`src/rtl/dmem_port_arbiter.sv`:
```
// rtl/dmem_port_arbiter.sv - arbitrates read and write-back requests onto one data memory port
// and drops read returns that a pipeline flush has made stale.
module dmem_port_arbiter #(
    parameter int DDATAW = 64,
    parameter int DSIZEW = 4,
    parameter int DADDRW = 32,
    parameter int MAXRD  = 4
) (
    input  logic              clk,
    input  logic              reset,
    input  logic              flush,
    input  logic              r_valid,
    output logic              r_ready,
    input  logic [DADDRW-1:0] r_address,
    output logic              r_dp_valid,
    input  logic              r_dp_ready,
    output logic [DDATAW-1:0] r_dp_read_data,
    input  logic              w_valid,
    output logic              w_ready,
    input  logic [DADDRW-1:0] w_address,
    input  logic [DDATAW-1:0] w_wr_data,
    input  logic [DSIZEW-1:0] w_wr_size,
    output logic              m_valid,
    input  logic              m_ready,
    output logic [DADDRW-1:0] m_address,
    output logic              m_wr_en,
    output logic [DDATAW-1:0] m_wr_data,
    output logic [DSIZEW-1:0] m_wr_size,
    input  logic              m_dp_valid,
    output logic              m_dp_ready,
    input  logic [DDATAW-1:0] m_dp_read_data
);
    localparam int CNTW = $clog2(MAXRD) + 1;
    localparam logic [CNTW-1:0] RD_LIMIT = CNTW'(MAXRD);

    typedef enum logic [1:0] {IDLE, LOCK_R, LOCK_W} state_t;

    state_t            state, state_nxt;
    logic              last_w;
    logic [CNTW-1:0]   rd_cnt, drop_cnt;
    logic [DADDRW-1:0] hold_address;
    logic [DDATAW-1:0] hold_wr_data;
    logic [DSIZEW-1:0] hold_wr_size;
    logic              rd_elig, grant_r, grant_w, rd_acc, ret_hs, dropping;

    always_comb begin
        state_nxt = state;
        grant_r   = 1'b0;
        grant_w   = 1'b0;
        rd_elig   = r_valid && (rd_cnt < RD_LIMIT) && !flush;
        case (state)
            IDLE: begin
                if (rd_elig && w_valid) begin
                    grant_w = !last_w;
                    grant_r = last_w;
                end else begin
                    grant_r = rd_elig;
                    grant_w = w_valid;
                end
                if (!m_ready && grant_r) state_nxt = LOCK_R;
                else if (!m_ready && grant_w) state_nxt = LOCK_W;
            end
            LOCK_R: begin
                grant_r = 1'b1;
                if (m_ready) state_nxt = IDLE;
            end
            LOCK_W: begin
                grant_w = 1'b1;
                if (m_ready) state_nxt = IDLE;
            end
            default: state_nxt = IDLE;
        endcase
        // Requests are masked while reset is held so the memory never sees a stray grant.
        if (!reset) begin
            grant_r = 1'b0;
            grant_w = 1'b0;
        end
    end

    always_comb begin
        m_valid   = grant_r || grant_w;
        m_wr_en   = grant_w;
        m_address = '0;
        m_wr_data = '0;
        m_wr_size = '0;
        if (state != IDLE) begin
            if (m_valid) begin
                m_address = hold_address;
                m_wr_data = hold_wr_data;
                m_wr_size = hold_wr_size;
            end
        end else if (grant_w) begin
            m_address = w_address;
            m_wr_data = w_wr_data;
            m_wr_size = w_wr_size;
        end else if (grant_r) begin
            m_address = r_address;
        end
    end

    assign r_ready        = grant_r && m_ready;
    assign w_ready        = grant_w && m_ready;
    assign rd_acc         = r_ready;
    assign dropping       = (drop_cnt != '0);
    assign r_dp_valid     = reset && m_dp_valid && !dropping;
    assign m_dp_ready     = reset && (dropping || r_dp_ready);
    assign r_dp_read_data = m_dp_read_data;
    assign ret_hs         = m_dp_valid && m_dp_ready;

    always_ff @(posedge clk or negedge reset) begin
        if (!reset) begin
            state        <= IDLE;
            last_w       <= 1'b0;
            rd_cnt       <= '0;
            drop_cnt     <= '0;
            hold_address <= '0;
            hold_wr_data <= '0;
            hold_wr_size <= '0;
        end else begin
            state <= state_nxt;
            if (r_ready || w_ready) last_w <= w_ready;
            if (rd_acc && !ret_hs) rd_cnt <= rd_cnt + 1'b1;
            else if (!rd_acc && ret_hs) rd_cnt <= rd_cnt - 1'b1;
            // Everything still in flight after this edge belongs to the flushed program path.
            if (flush) drop_cnt <= rd_cnt - CNTW'(ret_hs) + CNTW'(rd_acc);
            else if (dropping && m_dp_valid) drop_cnt <= drop_cnt - 1'b1;
            if (state == IDLE && m_valid && !m_ready) begin
                hold_address <= m_address;
                hold_wr_data <= m_wr_data;
                hold_wr_size <= m_wr_size;
            end
        end
    end
endmodule

```
`config.mk`:
```
export PLATFORM = sky130hd
export DESIGN_NAME = dmem_port_arbiter
export DESIGN_NICKNAME = d
export VERILOG_FILES = /design/src/rtl/dmem_port_arbiter.sv
export SDC_FILE = /design/constraint.sdc
export NUM_CORES = 1
export LEC_CHECK = 0
export CORE_AREA = 2 2 146 148
export DETAILED_ROUTE_END_ITERATION = 8
export DIE_AREA = 0 0 148 150
export HOLD_SLACK_MARGIN = 0.05
export PLACE_DENSITY_LB_ADDON = 0.3
export SLEW_MARGIN = 10
export SYNTH_ARGS = -nofsm -noshare
export SYNTH_HDL_FRONTEND = slang
export SYNTH_SLANG_ARGS = --single-unit
```
`constraint.sdc`:
```
create_clock -name clk -period 3.5 [get_ports clk]
set_clock_uncertainty 0.2 [all_clocks]
set_input_delay 0.7 -clock clk [delete_from_list [all_inputs] [get_ports clk]]
set_output_delay 0.7 -clock clk [all_outputs]
set_load 0.01 [all_outputs]
```
==> results.py <==
metrics = {
    "run_status": {
        "status": "finished clean",
    },
    "timing": {
        "setup_repair_after_global_routing_missed_its_margin": "true",
        "report.final.setup_viol": 0,
        "final.min_clock_period_ns": 3.455,
        "finalMaxSlewViolations": 0,
        "hold_viol_final": 0,
        "max_freq_mhz": 289.4,
        "final.period_utilization": 0.9871,
        "timing_worst_slew_pin_value_ns": 0.8095,
        "setup_ws_ns": 0.04516,
        "timing.max_slew.rel_slack": 0.4604,
        "fin_setup_tns_ns": 0,
    },
    "cells_and_area": {
        "layout_cells_sized_above_1": 0.1061,
        "antenna_cells": 0,
        "final_net_count": 1161,
        "final.fill_count": 2056,
        "post_layout_instance_count_excluding_filler_cells": 1227,
        "finalCoreUtilization": 0.4686,
        "multi_input_comb_area_um2": 3104,
        "synthToLayoutAreaGrowth_pct": 46.71,
        "area_used_by_sequential_logic_in_the_layout_um2": 2728,
    },
    "clock_tree": {
        "tritoncts": "yes",
        "tritoncts.num_buffers": 9,
        "clkTransAtPathRegs_ns": 0.08,
        "cts.path.max_buffers": 2,
        "clkSinkCount": 109,
        "clock_latency_on_the_worst_skew_pair_ns": 0.36,
        "clk_root_buffer_cell": "sky130_fd_sc_hd__clkbuf_16",
        "clock_tree.htree_level_count": 3,
    },
    "placement": {
        "placed_cells": 1198,
        "dp_worst_setup_slack_ns": -0.4332,
        "place.detailed.hpwl_um": 14250,
        "place_congestion": 0.7564,
        "buffer_ports.inserted": 245,
    },
    "routing": {
        "drt-wirelength-per-cell_um": 17.90,
        "drt_pre_antenna_iters": 5,
        "avgViaCountPerCell": 5.234,
        "num_vias": 6422,
        "drc_errors": 0,
        "drt_first_iter_violations": 236,
        "finalWirelength_um": 21970,
        "drt.antenna.violating_nets": 0,
    },
    "logic_synthesis": {
        "synth-edff-count": 0,
        "primary_ff_master_synth": "sky130_fd_sc_hd__dfrtp_1",
        "seq_area_frac_synth": 0.4128,
        "synth_register_bits": 109,
        "ys_warn_count": 0,
        "syn_avg_cell_area_um2": 8.637,
        "netlist-cell-type-count": 42,
        "syn-num-nets": 979,
        "syn-instance-count": 765,
        "synth_area_um2": 6608,
        "synth.top_cell.area_share": 0.4128,
        "netlist_top_cells_area": "sky130_fd_sc_hd__dfrtp_1 41%, sky130_fd_sc_hd__a22o_1 9.1%, sky130_fd_sc_hd__nand2_1 9.0%, sky130_fd_sc_hd__nand4_1 7.9%, sky130_fd_sc_hd__buf_4 7.4%",
        "synth_top_cell_by_area": "sky130_fd_sc_hd__dfrtp_1",
        "async_flop_share": 1.000,
    },
    "floorplan": {
        "pin_count": 374,
        "initial_utilization": 0.3194,
        "die_h_um": 150,
        "dieArea_um2": 22200,
        "floorplan.core_area_um2": 20690,
        "row_count": 53,
        "dieWidth_um": 148,
    },
    "critical_path": {
        "worstSetupEndpointType": "output pin",
        "worst-path-max-fanout": 8,
        "worst_ep_required_time_ns": 2.60,
        "cp.arrival_ns": 2.55,
        "criticalPathCategory": "input pin to output pin",
        "timing.critical_path.from_type": "input pin",
    },
    "global_routing": {
        "maximum_number_of_pins_on_one_net_before_global_route_repair": 97,
        "grt_first_pass_wirelength_um": 34790,
        "global_route.usage.total": 0.1965,
        "antenna_violations_before_repair": 0,
        "first_global_vias": 6374,
        "grt-ovfl-total": 0,
    },
    "power_and_ir_drop": {
        "cellPowerDensity_nw_per_um2": 745.7,
        "power.ir.vdd_worst_v": 0.0003709,
        "power.static_leakage_nw": 4.746,
    },
    "flow_run": {
        "drv_cap": 0,
    },
    "worst_hold_path": {
        "worst_hold_path_type": "input pin to async pin",
    },
}
-- layout make-up --
| type | instances | area share |
|---|---|---|
| well taps | 275 | 0.03549 |
| multi-input cells | 508 | 0.3202 |
| repair buffers | 307 | 0.3268 |
| clock buffers | 9 | 0.02323 |
| clock inverters | 7 | 0.008260 |
| inverters | 12 | 0.004646 |
| flip-flops and latches | 109 | 0.2814 |
-- report_power, final --
part / switching (mW) / leakage (nW) / internal (mW)
sequential: 0.314 / 1.40 / 1.82
combinational: 2.11 / 3.20 / 1.90
clock: 0.512 / 0.148 / 0.567
-- cells in the mapped netlist (3+ instances only) --
master,n
sky130_fd_sc_hd__inv_1,12
sky130_fd_sc_hd__dfrtp_1,109
sky130_fd_sc_hd__buf_2,31
sky130_fd_sc_hd__a21oi_1,46
sky130_fd_sc_hd__xnor2_1,3
sky130_fd_sc_hd__buf_4,65
sky130_fd_sc_hd__a31oi_1,30
sky130_fd_sc_hd__xor2_1,4
sky130_fd_sc_hd__a22o_1,69
sky130_fd_sc_hd__ha_1,8
sky130_fd_sc_hd__nor2_1,33
sky130_fd_sc_hd__and2_1,3
sky130_fd_sc_hd__and3_1,3
sky130_fd_sc_hd__buf_6,3
sky130_fd_sc_hd__nand2_1,158
sky130_fd_sc_hd__clkbuf_1,37
sky130_fd_sc_hd__nand4_1,83
sky130_fd_sc_hd__o21ai_0,19
sky130_fd_sc_hd__mux2i_1,16
-- registers in the layout (all words and copies together) (netlist names) --
register      cells
hold_address     32
hold_wr_data     64
hold_wr_size      4
last_w            1
rd_cnt            3
state             2
drop_cnt          3
-- layer usage --
metal,up-vias,part of all wire,GRT usage
met4,0,0.020,0.06333
met5,-,0,0
met3,36,0.082,0.05305
met1,3084,0.41,0.2400
met2,256,0.49,0.3373
li1,3046,-,-
-- per-stage QoR --
step	hold WS [ns]	cell area [µm²]	power (mW)
finish	0.1553	9694	7.229
global route	0.1712	9694	7.817
CTS	0.1545	9614	7.273
detailed placement	0.2634	9119	6.055
global placement	0.2585	9119	6.018
floorplan	0.2044	6608	4.333
-- critical path, stage by stage --
cell and delay [ns]:
sky130_fd_sc_hd__clkdlybuf4s15_2 0.24, sky130_fd_sc_hd__nand4bb_4 0.24, sky130_fd_sc_hd__a21o_2 0.24, sky130_fd_sc_hd__and2_4 0.19, sky130_fd_sc_hd__buf_4 0.16, sky130_fd_sc_hd__a221o_1 0.29, sky130_fd_sc_hd__clkdlybuf4s50_1 0.48
-- final timing paths --
check | startpoint | cells past startpoint | slack, ns | end
setup / recovery | flush | 7 | 0.05 | m_address[5]
hold / removal | reset | 2 | 0.16 | rd_cnt[0]
setup reg to reg | state[0] | 13 | 0.70 | rd_cnt[2]
hold reg to reg | hold_wr_data[12] | 2 | 0.28 | hold_wr_data[12]
max in group asynchronous | reset | 3 | 1.84 | hold_wr_data[63]
min in group clk | hold_wr_data[12] | 2 | 0.28 | hold_wr_data[12]
-- logic make-up (layout without fill, tap and decap cells) --
group	after synthesis	after routing	share of synthesized area
buf+inv	148	335	0.1303
flops	109	109	0.4128
xor+xnor	7	7	0.009279
fa+ha+maj	10	10	0.02121
compound gates	182	182	0.1933
simple gates	291	291	0.2055
mux	18	18	0.02765
-- layout by cell type, fill, tap and decap left out, drive strengths merged, types with 3 or more instances in the layout --
| cell | instances |
|---|---|
| inv | 15 |
| nor2 | 33 |
| a22o | 69 |
| bufbuf | 4 |
| nand4 | 83 |
| mux2i | 16 |
| o21ai | 19 |
| nand2 | 158 |
| a31o | 3 |
| a21oi | 46 |
| and2 | 3 |
| dlymetal6s2s | 16 |
| xor2 | 4 |
| clkbuf | 9 |
| clkdlybuf4s50 | 164 |
| a31oi | 31 |
| dfrtp | 109 |
| buf | 59 |
| clkdlybuf4s15 | 3 |
| ha | 8 |
| and3 | 3 |
| dlygate4sd2 | 61 |
| xnor2 | 3 |
-- repair_timing --
item                       4_1_cts  5_1_grt
pin swaps                        2        1
gates cloned                     5        0
setup buffers                    5        3
hold buffers                     0        0
setup endpoints to repair      103       40
gates resized for setup         80       17
hold endpoints to repair         0        0
Power figures use the tool's default switching activity.
